**src/rtl/beat_buf_pkg.sv**
```systemverilog
// rtl/beat_buf_pkg.sv - shared defaults and FSM encoding for the beatmap bank reader
package beat_buf_pkg;

    localparam int DEF_DATA_W = 8;
    localparam int DEF_ADDR_W = 5;
    localparam int DEF_DEPTH  = 32;

    typedef enum logic {
        ST_IDLE   = 1'b0,
        ST_STREAM = 1'b1
    } state_t;

endpackage

```
**src/rtl/beat_skid_fifo.sv**
```systemverilog
// rtl/beat_skid_fifo.sv - 2-entry byte FIFO with fall-through of the incoming word when empty
module beat_skid_fifo
    import beat_buf_pkg::*;
#(
    parameter int DATA_W = DEF_DATA_W
) (
    input  logic              clk,
    input  logic              reset,
    input  logic              push,
    input  logic [DATA_W-1:0] push_data,
    input  logic              pop,
    output logic [DATA_W-1:0] out_data,
    output logic              out_valid,
    output logic [1:0]        count
);

    logic [DATA_W-1:0] mem [2];
    logic              head;
    logic              store;
    logic              deq;
    logic              wr_idx;

    // An empty FIFO presents the arriving word directly; it is only stored if not taken.
    assign deq       = pop && (count != 2'd0);
    assign store     = push && !((count == 2'd0) && pop);
    assign wr_idx    = head ^ count[0];
    assign out_valid = (count != 2'd0) || push;
    assign out_data  = (count != 2'd0) ? mem[head] : (push ? push_data : '0);

    always_ff @(posedge clk) begin
        if (store) begin
            mem[wr_idx] <= push_data;
        end
    end

    always_ff @(posedge clk) begin
        if (reset) begin
            head  <= 1'b0;
            count <= 2'd0;
        end else begin
            if (deq) begin
                head <= ~head;
            end
            count <= count + {1'b0, store} - {1'b0, deq};
        end
    end

endmodule

```
**src/rtl/beat_bank_reader.sv**
```systemverilog
// rtl/beat_bank_reader.sv - drains full ping-pong beatmap banks in 0,1,0,1 order into a byte stream
module beat_bank_reader
    import beat_buf_pkg::*;
#(
    parameter int DATA_W = DEF_DATA_W,
    parameter int ADDR_W = DEF_ADDR_W,
    parameter int DEPTH  = DEF_DEPTH
) (
    input  logic              clk,
    input  logic              reset,
    input  logic              fill_done,
    input  logic              fill_bank,
    output logic              rd_en,
    output logic              rd_bank,
    output logic [ADDR_W-1:0] rd_addr,
    input  logic [DATA_W-1:0] rd_data0,
    input  logic [DATA_W-1:0] rd_data1,
    output logic [DATA_W-1:0] out_data,
    output logic              out_valid,
    input  logic              out_ready,
    output logic              release_pulse,
    output logic              release_bank,
    output logic              overflow
);

    state_t            state;
    logic [1:0]        full;
    logic [1:0]        full_next;
    logic              ovf_hit;
    logic              cur_bank;
    logic              inflight;
    logic              inflight_bank;
    logic [1:0]        fifo_count;
    logic              go;
    logic              room;
    logic              issue;
    logic              last_issue;
    logic              pop;
    logic [DATA_W-1:0] push_data;

    // cur_bank flips on the final issue, so the release cycle already looks at the next bank.
    assign go         = (state == ST_STREAM) || full[cur_bank];
    assign room       = ({1'b0, fifo_count} + {2'b00, inflight}) < 3'd2;
    assign issue      = go && room;
    assign last_issue = issue && (rd_addr == ADDR_W'(DEPTH - 1));

    assign rd_en     = issue;
    assign rd_bank   = cur_bank;
    assign push_data = inflight_bank ? rd_data1 : rd_data0;
    assign pop       = out_valid && out_ready;

    // A refill landing on the release cycle of the same bank is a legal new fill.
    always_comb begin
        full_next = full;
        ovf_hit   = 1'b0;
        if (release_pulse) begin
            full_next[release_bank] = 1'b0;
        end
        if (fill_done) begin
            if (full[fill_bank] && !(release_pulse && (release_bank == fill_bank))) begin
                ovf_hit = 1'b1;
            end else begin
                full_next[fill_bank] = 1'b1;
            end
        end
    end

    always_ff @(posedge clk) begin
        if (reset) begin
            state         <= ST_IDLE;
            full          <= 2'b00;
            cur_bank      <= 1'b0;
            rd_addr       <= '0;
            inflight      <= 1'b0;
            inflight_bank <= 1'b0;
            release_pulse <= 1'b0;
            release_bank  <= 1'b0;
            overflow      <= 1'b0;
        end else begin
            if (last_issue) begin
                state    <= ST_IDLE;
                rd_addr  <= '0;
                cur_bank <= ~cur_bank;
            end else if (issue) begin
                state   <= ST_STREAM;
                rd_addr <= rd_addr + 1'b1;
            end
            inflight <= issue;
            if (issue) begin
                inflight_bank <= cur_bank;
            end
            release_pulse <= last_issue;
            if (last_issue) begin
                release_bank <= cur_bank;
            end
            full <= full_next;
            if (ovf_hit) begin
                overflow <= 1'b1;
            end
        end
    end

    beat_skid_fifo #(
        .DATA_W(DATA_W)
    ) u_fifo (
        .clk       (clk),
        .reset     (reset),
        .push      (inflight),
        .push_data (push_data),
        .pop       (pop),
        .out_data  (out_data),
        .out_valid (out_valid),
        .count     (fifo_count)
    );

endmodule

```
**config.mk**
```make
export PLATFORM = sky130hd
export DESIGN_NAME = beat_bank_reader
export DESIGN_NICKNAME = d
export VERILOG_FILES = /design/src/rtl/beat_buf_pkg.sv /design/src/rtl/beat_skid_fifo.sv /design/src/rtl/beat_bank_reader.sv
export SDC_FILE = /design/constraint.sdc
export NUM_CORES = 1
export LEC_CHECK = 0
export BUFFER_PORTS_ARGS = -buffer_cell sky130_fd_sc_hd__clkbuf_2
export CAP_MARGIN = 20
export CORE_MARGIN = 8
export CORE_UTILIZATION = 55
export CTS_BUF_LIST = sky130_fd_sc_hd__clkbuf_16
export CTS_CLUSTER_DIAMETER = 50
export DETAILED_ROUTE_END_ITERATION = 8
export PLACE_DENSITY = 0.82
export SYNTH_ARGS = -nofsm -noshare
export SYNTH_HDL_FRONTEND = slang
export SYNTH_SLANG_ARGS = --single-unit
export TNS_END_PERCENT = 5
```
**constraint.sdc**
```tcl
create_clock -name clk -period 4.05 [get_ports clk]
set_clock_uncertainty 0.15 [all_clocks]
set_input_delay 0.2025 -clock clk [delete_from_list [all_inputs] [get_ports clk]]
set_output_delay 0.2025 -clock clk [all_outputs]
set_load 0.01 [all_outputs]
```
==> results.sh <==
export IMPL_die_area_sq_um=4782
export IMPL_worstMarginPinSlew_ns=0.9549
export IMPL_relSlewSlack=0.3611
export IMPL_drt_wl_total_um=3489
export IMPL_cts_tree="built"
export IMPL_dpl_hpwl_um=2508
export IMPL_start_util=0.5734
export IMPL_syn_area_sq_um=1554
export IMPL_yosysWarningCount=0
export IMPL_synth_most_common_cell="dfxtp_1"
export IMPL_endpoint_kind="flip-flop"
export IMPL_final_area_sq_um=1907
export IMPL_netlist_instances=141
export IMPL_fillers=200
export IMPL_cts_buffers=5
export IMPL_vias=1201
export IMPL_r2r_end="u_fifo.count[1]"
export IMPL_tns_ns=0
export IMPL_grt_pass1_vias=1253
export IMPL_hp_class="primary input to flip-flop"
export IMPL_wire_per_inst_um=16.38
export IMPL_clock_latency_ns=0.28
export IMPL_grt_use_total=0.1492
export IMPL_crit_path_start="u_fifo.count[0]"
export IMPL_regArea_sq_um=840.8
export IMPL_syn_avg_cell_area_sq_um=11.02
export IMPL_startpoint_type="flip-flop"
export IMPL_r2r_start="u_fifo.count[0]"
export IMPL_coreArea_sq_um=2710
export IMPL_setup_viol=0
export IMPL_die_w_um=69.16
export IMPL_fmax_mhz=390.1
export IMPL_multi_input_area_sq_um=668.1
export IMPL_die_h_um=69.16
export IMPL_nets=206
export IMPL_grt_max_degree=19
export IMPL_port_buffers=39
export IMPL_timing_final_crit_share=0.6330
export IMPL_maxCapViolCount=0
export IMPL_yosys_area_top_type_share=0.3092
export IMPL_endpoint="u_fifo.count[1]"
export IMPL_ys_ff_latch=34
export IMPL_detailed_place_area_sq_um=1765
export IMPL_ctsResizeCount=0
export IMPL_drive_gt1_frac=0.3297
export IMPL_antenna_found_initial=0
export IMPL_power_uw=1182
export IMPL_drt_iter0_markers=74
export IMPL_drv_slew=0
export IMPL_async_flop_share=0
export IMPL_ios=40
export IMPL_clk_pin_slew_ns=0.05
export IMPL_period_minus_slack_ns=2.564
export IMPL_synth_edf_count=16
export IMPL_antenna_cells=0
export IMPL_yosys_area_top_type="edfxtp_1"
export IMPL_synthFlopType="dfxtp_1"
export IMPL_regToRegSetupSlack_ns=1.49
export IMPL_synth_nets=166
export IMPL_yosysSeqAreaShare=0.5411
export IMPL_cts_hold_buf=0
export IMPL_criticalPathCategory="flip-flop to flip-flop"
export IMPL_htreeDepth=2
export IMPL_synth_area_leaders="edfxtp_1, dfxtp_1, mux2_2"
export IMPL_cts_sinks=34
export IMPL_powerDensity_nw_per_um2=619.7
export IMPL_dr_pass1_iters=4
export IMPL_synthTopCellsByCount="dfxtp_1, edfxtp_1, nor2_1"
export IMPL_syn_to_final_growth_pct=22.71
export IMPL_crit_path_max_fanout=18
export IMPL_ant_nets=0
export IMPL_rsz0062_at_grt="false"
export IMPL_ir_worst_vdd_mv=0.5777
export IMPL_finalHoldViolations=0
export IMPL_cp_arrival_ns=2.57
export IMPL_root_buffer="clkbuf_16"
export IMPL_post_synth_num_cell_types=31
export IMPL_reg2reg_depth=8
export IMPL_drt_vias_per_instance=5.638
export IMPL_leakage_uw=0.0007813
export IMPL_drc=0
export IMPL_cts_buffer_depth=2
export IMPL_place_gp_congestion=0.7243
export IMPL_grt_ovfl_total=0
export IMPL_grt_pass1_wl_um=5816
export IMPL_status="finished, final reports clean"
export IMPL_cts_setup_buffers=0
export IMPL_whs_path_depth=3
export IMPL_num_rows=19
export IMPL_required_ns=4.05
==> worst min-delay path by stage <==
| stage | end | start | slack (ns) |
|---|---|---|---|
| 4_1_cts | full[0] | fill_done | 0.05 |
| 5_1_grt | full[0] | fill_done | 0.06 |
| 6_report | full[0] | fill_done | 0.05 |
| 2_1_floorplan | full[0] | fill_done | 0.20 |
| 3_5_place_dp | overflow | overflow | 0.32 |
| 3_3_place_gp | rd_addr[4] | rd_addr[4] | 0.31 |
==> cell usage in the layout (no fill, tap or decap), types with 2 or more instances in the layout <==
master     instances
nand3_1           11
nor2_1            13
mux2_2             9
nand2_1            7
mux2i_1           10
and3_1             2
dfxtp_1           18
a31oi_1            2
nor2b_1            2
clkbuf_16          5
a21oi_1            6
o21ai_0           11
xnor2_1            4
clkbuf_2          39
edfxtp_1          16
inv_1              5
xor2_1             2
ha_1               4
==> cells by family after synthesis <==
| kind of cell | share of synthesized area |
|---|---|
| fa+ha+maj | 0.03221 |
| simple gates | 0.1264 |
| mux | 0.1393 |
| flops | 0.5411 |
| compound gates | 0.09824 |
| xor+xnor | 0.03382 |
| buf+inv | 0.02898 |
==> power breakdown <==
group          leakage, uW  switching, uW  internal (uW)
Sequential        0.000292           56.5            412
Clock            0.0000672            134            224
Combinational     0.000422            209            147
Total             0.000781            399            783
==> routing by layer <==
metal,vias to the layer above,part of all wire,track usage
li1,584,-,-
met1,569,0.40,0.1533
met2,42,0.53,0.2551
met3,6,0.054,0.05293
met4,0,0.018,0.08656
met5,-,0,0
==> sequential cells by signal (all words and copies together) (netlist names), 2 cells and up, named ones only <==
register and count:
u_fifo.mem 16, u_fifo.count 2, full 2, rd_addr 5
==> through the flow <==
stage	hold slack, ns	worst slack (ns)	cells	util
6_report	0.05356	1.486	213	0.7036
5_1_grt	0.06265	1.272	213	0.7036
4_1_cts	0.05365	1.510	213	0.7036
3_5_place_dp	0.3215	1.565	205	0.6514
3_3_place_gp	0.3103	1.682	205	0.6514
2_1_floorplan	0.2011	2.126	141	-
==> layout make-up <==
type | count | share of cell area
Clock buffer | 5 | 0.06562
Clock inverter | 3 | 0.008530
Tap cell | 31 | 0.02034
Inverter | 6 | 0.01181
Sequential cell | 34 | 0.4409
Timing Repair Buffer | 39 | 0.1024
Multi-Input combinational cell | 95 | 0.3504
==> worst max-delay path: stages, from the launching register on <==
cell	delay, ns
dfxtp_1	0.36
nor2_1	0.76
nor2b_1	0.18
ha_1	0.33
inv_1	0.04
ha_1	0.20
xor2_1	0.22
xnor2_1	0.15
nor2_1	0.06
Note: power is estimated with default switching activity, not from simulation.
